`src/rtl/mem_access_initiator.sv`:
```
// CPU-side initiator for the 512x8 byte RAM MOV/MOC handshake. Decodes SPARC
// load/store op3, checks alignment, and splits LDD/STD into two RAM accesses.
module mem_access_initiator #(
    parameter int TIMEOUT = 16
) (
    input  logic        clk,
    input  logic        reset,
    input  logic        start,
    input  logic [5:0]  op3,
    input  logic [8:0]  addr,
    input  logic [31:0] wdata_hi,
    input  logic [31:0] wdata_lo,
    output logic [31:0] rdata_hi,
    output logic [31:0] rdata_lo,
    output logic        busy,
    output logic        done,
    output logic        trap_align,
    output logic        trap_illegal,
    output logic        trap_timeout,
    output logic        mem_mov,
    output logic        mem_rw,
    output logic [8:0]  mem_addr,
    output logic [31:0] mem_din,
    output logic [5:0]  mem_op,
    input  logic        mem_moc,
    input  logic [31:0] mem_dout
);

    localparam int CW = $clog2(TIMEOUT + 1);

    typedef enum logic [1:0] {IDLE, ACCESS1, GAP, ACCESS2} state_t;

    state_t        state_q, state_d;
    logic [CW-1:0] cnt_q, cnt_d;
    logic [5:0]    op3_q, op3_d;
    logic [8:0]    addr_q, addr_d;
    logic [31:0]   wlo_q, wlo_d;
    logic [31:0]   rdata_hi_q, rdata_hi_d, rdata_lo_q, rdata_lo_d;
    logic          busy_q, busy_d, done_q, done_d;
    logic          trap_align_q, trap_align_d, trap_illegal_q, trap_illegal_d;
    logic          trap_timeout_q, trap_timeout_d;
    logic          mov_q, mov_d, rw_q, rw_d;
    logic [8:0]    mem_addr_q, mem_addr_d;
    logic [31:0]   mem_din_q, mem_din_d;
    logic [5:0]    mem_op_q, mem_op_d;

    logic          legal_s, load_s, half_s, word_s, dbl_s, misalign_s;
    logic [5:0]    op_s;
    logic          is_dbl_s, is_load_s, accept_s;
    logic [31:0]   ext_s;

    function automatic logic [31:0] load_extend(input logic [5:0] op, input logic [31:0] d);
        case (op)
            6'b001001: return {{24{d[7]}}, d[7:0]};
            6'b001010: return {{16{d[15]}}, d[15:0]};
            default:   return d;
        endcase
    endfunction

    // Decode the incoming op3 into legality, access size and RAM OP.
    always_comb begin
        legal_s = 1'b1;
        load_s  = 1'b1;
        half_s  = 1'b0;
        word_s  = 1'b0;
        dbl_s   = 1'b0;
        op_s    = 6'b000000;
        case (op3)
            6'b000000: begin word_s = 1'b1; op_s = 6'b001000; end
            6'b000001: begin op_s = 6'b000001; end
            6'b000010: begin half_s = 1'b1; op_s = 6'b000010; end
            6'b000011: begin dbl_s = 1'b1; op_s = 6'b001000; end
            6'b000100: begin load_s = 1'b0; word_s = 1'b1; op_s = 6'b000100; end
            6'b000101: begin load_s = 1'b0; op_s = 6'b000101; end
            6'b000110: begin load_s = 1'b0; half_s = 1'b1; op_s = 6'b000110; end
            6'b000111: begin load_s = 1'b0; dbl_s = 1'b1; op_s = 6'b000100; end
            6'b001001: begin op_s = 6'b000001; end
            6'b001010: begin half_s = 1'b1; op_s = 6'b000010; end
            default:   begin legal_s = 1'b0; end
        endcase
        misalign_s = (half_s & addr[0]) | (word_s & (|addr[1:0])) | (dbl_s & (|addr[2:0]));
    end

    // Only LDD/STD have op3[1:0]=11 among legal ops; stores have op3[2] set.
    assign is_dbl_s  = (op3_q[1:0] == 2'b11);
    assign is_load_s = ~op3_q[2];
    // A zero counter means MOC may be left over from the previous access.
    assign accept_s  = mem_moc & (cnt_q != {CW{1'b0}});
    assign ext_s     = load_extend(op3_q, mem_dout);

    // Next-state and next-output computation for the access sequencer.
    always_comb begin
        state_d        = state_q;
        cnt_d          = cnt_q;
        op3_d          = op3_q;
        addr_d         = addr_q;
        wlo_d          = wlo_q;
        rdata_hi_d     = rdata_hi_q;
        rdata_lo_d     = rdata_lo_q;
        busy_d         = busy_q;
        done_d         = 1'b0;
        trap_align_d   = 1'b0;
        trap_illegal_d = 1'b0;
        trap_timeout_d = 1'b0;
        mov_d          = mov_q;
        rw_d           = rw_q;
        mem_addr_d     = mem_addr_q;
        mem_din_d      = mem_din_q;
        mem_op_d       = mem_op_q;
        case (state_q)
            IDLE: begin
                if (start && !legal_s) begin
                    done_d         = 1'b1;
                    trap_illegal_d = 1'b1;
                end else if (start && misalign_s) begin
                    done_d       = 1'b1;
                    trap_align_d = 1'b1;
                end else if (start) begin
                    state_d    = ACCESS1;
                    cnt_d      = {CW{1'b0}};
                    op3_d      = op3;
                    addr_d     = addr;
                    wlo_d      = wdata_lo;
                    busy_d     = 1'b1;
                    mov_d      = 1'b1;
                    rw_d       = load_s;
                    mem_addr_d = addr;
                    mem_op_d   = op_s;
                    mem_din_d  = wdata_hi;
                end else begin
                    state_d = IDLE;
                end
            end
            ACCESS1, ACCESS2: begin
                cnt_d = cnt_q + CW'(1);
                if (accept_s) begin
                    mov_d = 1'b0;
                    if (is_load_s && state_q == ACCESS1) begin
                        rdata_hi_d = ext_s;
                    end else if (is_load_s) begin
                        rdata_lo_d = ext_s;
                    end else begin
                        rdata_hi_d = rdata_hi_q;
                    end
                    if (state_q == ACCESS1 && is_dbl_s) begin
                        state_d    = GAP;
                        mem_addr_d = addr_q + 9'd4;
                        mem_din_d  = wlo_q;
                    end else begin
                        state_d = IDLE;
                        done_d  = 1'b1;
                        busy_d  = 1'b0;
                    end
                end else if (cnt_q == CW'(TIMEOUT - 1)) begin
                    mov_d          = 1'b0;
                    state_d        = IDLE;
                    done_d         = 1'b1;
                    trap_timeout_d = 1'b1;
                    busy_d         = 1'b0;
                end else begin
                    mov_d = 1'b1;
                end
            end
            GAP: begin
                state_d = ACCESS2;
                cnt_d   = {CW{1'b0}};
                mov_d   = 1'b1;
            end
            default: begin
                state_d = IDLE;
                mov_d   = 1'b0;
                busy_d  = 1'b0;
            end
        endcase
    end

    // State and output registers with asynchronous reset.
    always_ff @(posedge clk or posedge reset) begin
        if (reset) begin
            state_q        <= IDLE;
            cnt_q          <= {CW{1'b0}};
            op3_q          <= 6'b000000;
            addr_q         <= 9'd0;
            wlo_q          <= 32'd0;
            rdata_hi_q     <= 32'd0;
            rdata_lo_q     <= 32'd0;
            busy_q         <= 1'b0;
            done_q         <= 1'b0;
            trap_align_q   <= 1'b0;
            trap_illegal_q <= 1'b0;
            trap_timeout_q <= 1'b0;
            mov_q          <= 1'b0;
            rw_q           <= 1'b0;
            mem_addr_q     <= 9'd0;
            mem_din_q      <= 32'd0;
            mem_op_q       <= 6'b000000;
        end else begin
            state_q        <= state_d;
            cnt_q          <= cnt_d;
            op3_q          <= op3_d;
            addr_q         <= addr_d;
            wlo_q          <= wlo_d;
            rdata_hi_q     <= rdata_hi_d;
            rdata_lo_q     <= rdata_lo_d;
            busy_q         <= busy_d;
            done_q         <= done_d;
            trap_align_q   <= trap_align_d;
            trap_illegal_q <= trap_illegal_d;
            trap_timeout_q <= trap_timeout_d;
            mov_q          <= mov_d;
            rw_q           <= rw_d;
            mem_addr_q     <= mem_addr_d;
            mem_din_q      <= mem_din_d;
            mem_op_q       <= mem_op_d;
        end
    end

    assign rdata_hi     = rdata_hi_q;
    assign rdata_lo     = rdata_lo_q;
    assign busy         = busy_q;
    assign done         = done_q;
    assign trap_align   = trap_align_q;
    assign trap_illegal = trap_illegal_q;
    assign trap_timeout = trap_timeout_q;
    assign mem_mov      = mov_q;
    assign mem_rw       = rw_q;
    assign mem_addr     = mem_addr_q;
    assign mem_din      = mem_din_q;
    assign mem_op       = mem_op_q;

endmodule
```
`config.mk`:
```
export PLATFORM = sky130hd
export DESIGN_NAME = mem_access_initiator
export DESIGN_NICKNAME = d
export VERILOG_FILES = /design/src/rtl/mem_access_initiator.sv
export SDC_FILE = /design/constraint.sdc
export NUM_CORES = 1
export LEC_CHECK = 0
export BUFFER_PORTS_ARGS = -buffer_cell sky130_fd_sc_hd__buf_2
export CORE_MARGIN = 1
export CORE_UTILIZATION = 35
export CTS_CLUSTER_DIAMETER = 100
export DETAILED_ROUTE_END_ITERATION = 10
export RECOVER_POWER = 50
export SETUP_SLACK_MARGIN = 0.3
export SLEW_MARGIN = 15
export SYNTH_ARGS = -nofsm -noshare
export SYNTH_HDL_FRONTEND = slang
export SYNTH_SLANG_ARGS = --single-unit
```
`constraint.sdc`:
```
create_clock -name clk -period 16.67 [get_ports clk]
set_input_delay 2.5005 -clock clk [delete_from_list [all_inputs] [get_ports clk]]
set_output_delay 2.5005 -clock clk [all_outputs]
set_load 0.05 [all_outputs]
```
==> impl_metrics.py, run 1 <==
metrics = {
    "outcome": {
        "status": "complete, but fails checks",
        "violations": "max-capacitance violations, max-slew violations",
    },
    "layout": {
        "layout_common_cells": "dfrtp_1 (169), buf_2 (135), mux2_2 (97), clkbuf_1 (97), a21oi_1 (56)",
        "drive_above_1_share_pct": 39.5,
        "layout_commonest_cell": "dfrtp_1",
        "n_antenna_cell": 0,
        "fillCellCount": 1944,
        "stdcell_count": 1072,
        "fin_nets": 909,
        "syn2layout_area_growth_pct": 24.9,
        "final_util_pct": 44.9,
    },
    "drt": {
        "dr.pass1.iters": 4,
        "drc": 0,
        "routed_wl_um": 17600,
        "vias": 5111,
        "drt_iter0_drc": 216,
        "viasPerCell": 4.77,
        "ant_nets": 0,
        "routedWlPerCell_um": 16.4,
    },
    "clock_tree": {
        "post_cts_resized": 0,
        "postCtsHoldBufs": 0,
        "cts_root_buf": "clkbuf_16",
        "path_clk_slew_ns": 0.06,
        "clockBufferDepth": 2,
        "tritoncts": "built",
        "cts_made_buffers": 17,
        "h-tree-depth": 4,
        "postCtsSetupBuffers": 0,
        "clock-sinks": 170,
        "clk_latency_ns": 0.42,
    },
    "global_routing": {
        "grt_max_degree": 104,
        "grt_pass1_wl_um": 28100,
        "antenna_found_initial": 0,
        "grt-ovfl-total": 0,
        "grt_pass1_vias": 5180,
        "track_usage_pct": 16.9,
    },
    "pwr": {
        "power.internal_uw": 1130,
        "power_leakage_uw": 0.00425,
        "power_frac_comb_pct": 48.5,
        "power_switching_uw": 1000,
        "swShare_pct": 46.9,
        "clkPwrFrac_pct": 18.0,
        "ir_drop_v": 0.000134,
        "seqPwrFrac_pct": 33.6,
        "powerDensity_nw_per_um2": 233,
    },
    "synth": {
        "ys_ff_latch": 170,
        "yosysSeqAreaShare_pct": 58.2,
        "avgSynthCellArea_um2": 12.9,
        "synth_cell_type_count": 44,
        "syn_inst": 567,
        "yosysWarnings": 0,
        "synth_area_um2": 7310,
        "async_flop_share_pct": 100,
        "synth_edf_count": 0,
        "ys.flop_type": "dfrtp_1",
    },
    "timing": {
        "tightest_slew_ns": 4.60,
        "drv_slew": 161,
        "min_period_over_period_pct": 35.2,
        "fmax_mhz": 171,
        "hold_viol_final": 0,
        "period_needed_ns": 5.86,
        "finalClockSkew_ns": 0.0122,
        "setup_tns_ns": 0,
        "rsz0062_at_grt": "no",
        "max_slew_margin_pct": -208,
        "setup_viol": 0,
    },
    "die": {
        "coreArea_um2": 20400,
        "die-area_um2": 21500,
        "io_pins": 233,
        "rows": 52,
        "chipHeight_um": 147,
        "dieWidth_um": 147,
        "start_util_pct": 35.9,
    },
    "place": {
        "gp_routability_congestion": 0.765,
        "port_buffers": 230,
        "dp_cells": 1041,
        "hpwl_um": 12100,
    },
    "worst_setup_path": {
        "crit_fanout": 103,
        "crit_required_ns": 17.05,
        "critPathBufInv": 3,
        "slowest_delay_ns": 2.56,
        "crit_family": "buffers and inverters",
        "cp-end-kind": "asynchronous set/reset pin",
        "cp_slowest_cell": "clkinvlp_2",
        "critPathKind": "in2async",
        "critPathArrivalTime_ns": 6.24,
        "cp-start-kind": "input pin",
        "path_cells": "buf_2, clkinvlp_2, buf_4",
    },
    "min_path": {
        "hp-class": "reg2reg",
    },
    "job": {
        "drv_cap": 2,
    },
}
per-layer routing:
| metal | vias to the layer above | track usage, % | wire (um) | part of all wire [%] |
|---|---|---|---|---|
| li1 | 2434 | - | - | - |
| met1 | 2448 | 22.6 | 8310 | 47 |
| met2 | 212 | 25.5 | 7480 | 43 |
| met3 | 17 | 6.06 | 1530 | 8.7 |
| met4 | 0 | 5.21 | 230 | 1.3 |
| met5 | - | 0 | 0 | 0 |
state kept, by name, summed over array words and instances, names as in the netlist, 2 cells and up:
register / flops
mem_op: 4
state_q: 2
cnt_q: 5
rdata_lo: 32
op3_q: 6
mem_din: 32
mem_addr: 9
rdata_hi: 32
addr_q: 9
wlo_q: 32
cell families after synthesis:
| kind of cell | count (synthesis) | synth area share (%) |
|---|---|---|
| flip-flops | 170 | 58.2 |
| multiplexers | 137 | 23.1 |
| XOR/XNOR | 7 | 0.838 |
| AO/OA/AOI/OAI | 104 | 8.08 |
| AND/OR/NAND/NOR | 98 | 6.01 |
| other | 1 | 0.0513 |
| buffers and inverters | 46 | 3.03 |
| adder cells (fa/ha/maj) | 4 | 0.684 |
worst register-to-register path: cells and delay by family (launching register included):
family                 cells  cell delay, ns
buffers and inverters      3            2.63
multiplexers               1            0.48
flip-flops                 1            0.34
AND/OR/NAND/NOR            1            0.25
stage by stage:
stage	setup slack [ns]	hold slack (ns)	instance area, um^2	power (uW)
after floorplan	9.57	0.442	7320	1530
after global placement	11.90	0.457	8720	1770
after detailed placement	11.90	0.465	8720	1790
after CTS	12.35	0.481	9280	2180
after global routing	9.95	0.508	9130	2250
final	10.81	0.482	9130	2130
area by class of cell:
| type | instances | area [um^2] | area share [%] |
|---|---|---|---|
| clock buffers | 20 | 457 | 5.00 |
| repair buffers | 237 | 1080 | 11.8 |
| well taps | 270 | 338 | 3.70 |
| inverters | 12 | 46.3 | 0.507 |
| clock inverters | 11 | 110 | 1.21 |
| multi-input cells | 352 | 2850 | 31.2 |
| flip-flops and latches | 170 | 4260 | 46.6 |
synth_stat cells (2+ instances only):
master,n,area (um^2)
nor2b_1,3,18.8
and2_1,4,25.0
buf_2,9,45.0
buf_6,4,45.0
ha_1,4,50.1
o21ai_0,30,150
xor2_1,5,43.8
a21oi_1,56,280
mux2_2,97,1090
and3_1,4,25.0
dfrtp_1,170,4250
clkbuf_1,17,63.8
mux2_4,40,601
inv_1,11,41.3
o41ai_2,2,32.5
buf_4,2,15.0
nor3_1,2,10.0
nand3_1,7,35.0
or3_1,2,12.5
nand2_1,38,143
o41ai_1,3,26.3
nor2_1,33,124
xnor2_1,2,17.5
buf_1,2,7.51
worst paths after layout:
path                               from      endpoint  slack (ns)  cells after the start
max in group clk                mem_moc   rdata_hi[1]       11.70                      5
setup reg to reg             state_q[0]   rdata_hi[1]       12.86                      5
hold reg to reg            rdata_lo[21]  rdata_lo[21]        0.48                      2
setup / recovery                  reset    state_q[0]       10.81                      3
min in group asynchronous         reset   rdata_hi[9]        3.49                      2
hold / removal             rdata_lo[21]  rdata_lo[21]        0.48                      2
power by group through the flow:
stage	combinational, uW	sequential [uW]	clock, uW
6_report	1030	715	383
5_1_grt	1100	742	412
4_1_cts	1070	711	397
3_5_place_dp	1070	715	0
3_3_place_gp	1060	713	0
2_1_floorplan	380	1150	0
Note: power is estimated with default switching activity, not from simulation.
==> inputs of run 2 (changes only) <==
==> constraint.sdc (replaced) <==
create_clock -name clk -period 6.1 [get_ports clk]
set_input_delay 0.915 -clock clk [delete_from_list [all_inputs] [get_ports clk]]
set_output_delay 0.915 -clock clk [all_outputs]
set_load 0.05 [all_outputs]
==> impl_metrics.py, run 2 (synthesis results as in run 1) <==
metrics = {
    "outcome": {
        "status": "complete, but fails checks",
        "violations": "max-capacitance violations, max-slew violations",
    },
    "timing": {
        "setup_tns_ns": 0,
        "setup_viol": 0,
        "finalClockSkew_ns": 0.00915,
        "drv_slew": 110,
        "period_needed_ns": 3.39,
        "hold_viol_final": 0,
        "tightest_slew_ns": 1.83,
        "max_slew_margin_pct": -22.8,
        "min_period_over_period_pct": 55.6,
        "rsz0062_at_grt": "no",
        "fmax_mhz": 295,
    },
    "worst_setup_path": {
        "rr_endpoint": "rdata_lo[2]",
        "critPathKind": "in2async",
        "crit_required_ns": 6.19,
        "critical_path.startpoint": "reset",
        "cp-end-kind": "asynchronous set/reset pin",
        "crit_fanout": 66,
        "cp-start-kind": "input pin",
        "worstReg2RegStart": "cnt_q[0]",
        "reg2reg_depth": 6,
        "r2r_slack_ns": 2.85,
        "critPathArrivalTime_ns": 3.49,
    },
    "clock_tree": {
        "clock-sinks": 170,
        "cts_root_buf": "clkbuf_16",
        "h-tree-depth": 4,
        "post_cts_resized": 0,
        "postCtsSetupBuffers": 0,
        "clockBufferDepth": 2,
        "postCtsHoldBufs": 0,
        "path_clk_slew_ns": 0.07,
        "clk_latency_ns": 0.42,
        "tritoncts": "built",
        "cts_made_buffers": 17,
    },
    "layout": {
        "drive_above_1_share_pct": 44.8,
        "syn2layout_area_growth_pct": 25.9,
        "fin_nets": 909,
        "final_util_pct": 45.2,
        "layout_commonest_cell": "buf_2",
        "regArea_um2": 4260,
        "multiInputGateArea_um2": 2850,
        "n_antenna_cell": 0,
        "fillCellCount": 1965,
        "layout_common_cells": "buf_2 (175), dfrtp_1 (169), mux2_2 (97)",
        "fin_area_um2": 9210,
    },
    "pwr": {
        "clkPwrFrac_pct": 18.4,
        "powerDensity_nw_per_um2": 639,
        "totalPowerFinal_uw": 5890,
        "ir_drop_v": 0.000330,
        "seqPwrFrac_pct": 33.1,
        "power_frac_comb_pct": 48.6,
        "power_leakage_uw": 0.00439,
        "power_switching_uw": 2740,
        "power.internal_uw": 3150,
        "swShare_pct": 46.5,
    },
    "drt": {
        "dr.pass1.iters": 4,
        "drc": 0,
        "routed_wl_um": 17800,
        "ant_nets": 0,
        "vias": 5062,
        "drt_iter0_drc": 166,
        "viasPerCell": 4.72,
        "routedWlPerCell_um": 16.6,
    },
    "global_routing": {
        "track_usage_pct": 17.0,
        "grt_max_degree": 67,
        "grt_pass1_wl_um": 28400,
        "grt_pass1_vias": 5223,
        "antenna_found_initial": 0,
        "grt-ovfl-total": 0,
    },
    "min_path": {
        "whs_path_depth": 2,
        "hp-start": "rdata_lo[16]",
        "whs_endpoint": "rdata_lo[16]",
        "hp-class": "reg2reg",
    },
    "job": {
        "drv_cap": 2,
    },
    "die": {
        "die-area_um2": 21500,
        "dieWidth_um": 147,
        "io_pins": 233,
        "chipHeight_um": 147,
        "coreArea_um2": 20400,
        "rows": 52,
        "start_util_pct": 35.9,
    },
    "place": {
        "gp_routability_congestion": 0.757,
        "dpl_cell_area_um2": 8720,
        "hpwl_um": 12300,
        "port_buffers": 230,
    },
}
## run 2: changes by cell type in the layout (fill, tap and decap cells not counted), sizes merged
cell / change
clkbuf: -41
clkinv: +4
clkinvlp: -1
buf: +40
inv: -2
bufinv: +1
## run 2: cell type report
type / count / area share (%)
clock buffer: 19 / 4.81
inverter: 12 / 0.503
tap: 270 / 3.67
timing repair buffer: 237 / 12.3
sequential: 170 / 46.2
multi-input combinational: 352 / 31.0
clock inverter: 13 / 1.55
## run 2: worst max-delay path by stage
stage / end / cells after the start
2_1_floorplan: addr_q[0] / 1
3_3_place_gp: wlo_q[14] / 6
3_5_place_dp: wlo_q[29] / 6
4_1_cts: rdata_lo[2] / 4
5_1_grt: state_q[0] / 3
6_report: state_q[0] / 3
## run 2: layer usage
layer / up-vias / global-route usage, % / part of all wire, %
li1: 2436 / - / -
met1: 2424 / 23.0 / 48
met2: 189 / 26.0 / 44
met3: 13 / 6.22 / 7.3
met4: 0 / 4.01 / 1.0
met5: - / 0 / 0
## run 2: worst max-delay path, cell delays in order
cell	delay [ns]
buf_2	0.10
clkinvlp_2	1.04
clkbuf_2	1.38
## run 2: through the flow
stage,cells,setup slack [ns],hold slack (ns)
after floorplan,568,0.582,0.442
after global placement,1041,2.93,0.457
after detailed placement,1041,2.91,0.468
after CTS,1073,3.13,0.483
after global routing,1073,2.06,0.505
final,1073,2.71,0.479
## run 2: power by group through the flow
| stage | clock network [uW] | registers (uW) | logic [uW] |
|---|---|---|---|
| 4_1_cts | 1120 | 1940 | 2940 |
| 5_1_grt | 1170 | 2020 | 3040 |
| 2_1_floorplan | 0 | 3150 | 1040 |
| 6_report | 1080 | 1950 | 2860 |
| 3_3_place_gp | 0 | 1950 | 2890 |
| 3_5_place_dp | 0 | 1950 | 2940 |
==> inputs of run 3 (changes only) <==
--- a/config.mk
+++ b/config.mk
@@ -5,6 +5,7 @@
 export SDC_FILE = /design/constraint.sdc
 export NUM_CORES = 1
 export LEC_CHECK = 0
+export ABC_AREA = 1
 export BUFFER_PORTS_ARGS = -buffer_cell sky130_fd_sc_hd__buf_2
 export CORE_MARGIN = 1
 export CORE_UTILIZATION = 35
==> constraint.sdc (replaced) <==
create_clock -name clk -period 2.9 [get_ports clk]
set_input_delay 0.435 -clock clk [delete_from_list [all_inputs] [get_ports clk]]
set_output_delay 0.435 -clock clk [all_outputs]
set_load 0.05 [all_outputs]
==> impl_metrics.py, run 3 <==
metrics = {
    "die": {
        "die-area_um2": 22500,
        "dieWidth_um": 150,
        "io_pins": 233,
        "chipHeight_um": 150,
        "coreArea_um2": 21200,
        "rows": 53,
        "start_util_pct": 36.1,
    },
    "layout": {
        "layout_commonest_cell": "nand2_1",
        "drive_above_1_share_pct": 20.2,
        "layout_common_cells": "nand2_1 (519), buf_2 (175), dfrtp_1 (169)",
        "syn2layout_area_growth_pct": 25.1,
        "fin_nets": 1294,
        "stdcell_count": 1464,
    },
    "drt": {
        "routed_wl_um": 21700,
        "ant_nets": 0,
        "drc": 0,
        "vias": 6962,
        "routedWlPerCell_um": 14.9,
        "drt_iter0_drc": 313,
        "viasPerCell": 4.76,
        "dr.pass1.iters": 5,
    },
    "worst_setup_path": {
        "critPathKind": "reg2reg",
        "crit_required_ns": 3.21,
        "reg2reg_depth": 11,
        "r2r_slack_ns": 0.71,
        "critPathArrivalTime_ns": 2.50,
        "crit_fanout": 41,
        "rr_endpoint": "rdata_lo[30]",
        "worstReg2RegStart": "cnt_q[0]",
        "cp-end-kind": "register",
        "cp-start-kind": "register",
    },
    "timing": {
        "fmax_mhz": 458,
        "setup_tns_ns": 0,
        "period_needed_ns": 2.19,
        "rsz0062_at_grt": "no",
        "drv_slew": 0,
        "hold_viol_final": 0,
        "finalClockSkew_ns": 0.0108,
        "min_period_over_period_pct": 75.4,
        "max_slew_margin_pct": 27.9,
        "setup_viol": 0,
        "tightest_slew_ns": 1.08,
    },
    "synth": {
        "synth_edf_count": 0,
        "synth_common_cells": "nand2_1 (519), dfrtp_1 (170), nand3_1 (48), nand4_1 (45), inv_1 (37)",
        "yosysSeqAreaShare_pct": 55.6,
        "ys_ff_latch": 170,
        "avgSynthCellArea_um2": 7.95,
        "yosys-top-cells-area": "dfrtp_1 (56%), nand2_1 (25%), nand4_1 (3.7%)",
        "ys.flop_type": "dfrtp_1",
        "async_flop_share_pct": 100,
        "yosysWarnings": 0,
        "synth_top_area_share_pct": 55.6,
        "yosysMostFrequentCell": "nand2_1",
        "synth_top_cell_by_area": "dfrtp_1",
        "synth_area_um2": 7660,
        "synth_cell_type_count": 29,
        "syn_inst": 963,
    },
    "global_routing": {
        "track_usage_pct": 20.3,
        "grt_max_degree": 59,
        "grt-ovfl-total": 0,
        "grt_pass1_wl_um": 35500,
        "grt_pass1_vias": 6923,
        "antenna_found_initial": 1,
    },
    "min_path": {
        "whs_endpoint": "wlo_q[21]",
        "whs_path_depth": 3,
        "hp-start": "wdata_lo[21]",
        "hp-class": "in2reg",
    },
    "clock_tree": {
        "clock-sinks": 170,
        "h-tree-depth": 4,
        "cts_made_buffers": 17,
        "post_cts_resized": 0,
        "clockBufferDepth": 2,
        "cts_root_buf": "clkbuf_16",
        "postCtsHoldBufs": 1,
        "tritoncts": "built",
        "clk_latency_ns": 0.42,
        "postCtsSetupBuffers": 0,
        "path_clk_slew_ns": 0.07,
    },
    "outcome": {
        "status": "finished clean",
    },
    "place": {
        "hpwl_um": 14700,
        "dp_cells": 1430,
        "port_buffers": 230,
        "gp_routability_congestion": 0.850,
    },
    "pwr": {
        "power_leakage_uw": 0.00545,
        "ir_drop_v": 0.000412,
        "powerDensity_nw_per_um2": 1260,
    },
    "job": {
        "drv_cap": 0,
    },
}
==> run 3: metrics by stage <==
step	util [%]	setup WS (ns)	hold slack [ns]	area [um^2]	power [uW]
2_1_floorplan	-	0.296	0.449	7660	8400
3_3_place_gp	42.6	0.687	0.449	9040	9820
3_5_place_dp	42.6	0.640	0.456	9040	9890
4_1_cts	45.5	0.747	0.176	9660	12300
5_1_grt	45.1	0.447	0.194	9570	12900
6_report	45.1	0.715	0.198	9580	12100
==> run 3: area by class of cell <==
class	instances	area, um^2
Fill cell	2211	11600
Sequential cell	170	4260
Multi-Input combinational cell	696	2970
Timing Repair Buffer	248	1230
Clock buffer	19	453
Tap cell	275	344
Inverter	42	159
Clock inverter	13	156
Antenna cell	1	2.50
==> run 3: power breakdown <==
| group | switching [uW] | total [uW] | internal, uW |
|---|---|---|---|
| Combinational | 4370 | 5630 | 1260 |
| Clock | 1020 | 2360 | 1340 |
| Sequential | 653 | 4090 | 3440 |
| Total | 6050 | 12100 | 6040 |
==> run 3: worst max-delay path by stage <==
stage | endpoint | slack (ns) | from | cells after the start
after floorplan | addr_q[0] | 0.30 | reset | 1
after global placement | addr_q[7] | 0.69 | op3[5] | 10
after detailed placement | addr_q[8] | 0.64 | op3[5] | 10
after CTS | rdata_lo[30] | 0.75 | cnt_q[0] | 11
after global routing | mem_addr[7] | 0.45 | state_q[0] | 8
final | rdata_lo[30] | 0.71 | cnt_q[0] | 11
==> run 3: logic make-up after synthesis <==
logic type	after synthesis	share of synthesized area, %
AO/OA/AOI/OAI	45	3.02
XOR/XNOR	3	0.343
AND/OR/NAND/NOR	642	34.6
other	1	0.0490
buffers and inverters	98	5.72
flip-flops	170	55.6
adder cells (fa/ha/maj)	4	0.654
==> run 3: worst max-delay path, stage by stage (launching register included) <==
cell     delay, ns
dfrtp_1       0.40
inv_1         0.10
ha_1          0.15
nand4_1       0.17
nand2_1       0.24
nor2_1        0.07
nand3_1       0.07
buf_4         0.38
inv_1         0.07
buf_4         0.23
nand2_1       0.12
nand2_1       0.06
==> run 3: routing by layer <==
metal | global-route usage (%) | share of wire (%) | vias to the layer above | routed length [um]
met5 | 0 | 0 | - | 0
met4 | 6.67 | 1.4 | 0 | 306
li1 | - | - | 3461 | -
met2 | 33.0 | 46 | 246 | 10000
met1 | 26.1 | 44 | 3228 | 9650
met3 | 5.52 | 8.1 | 27 | 1750
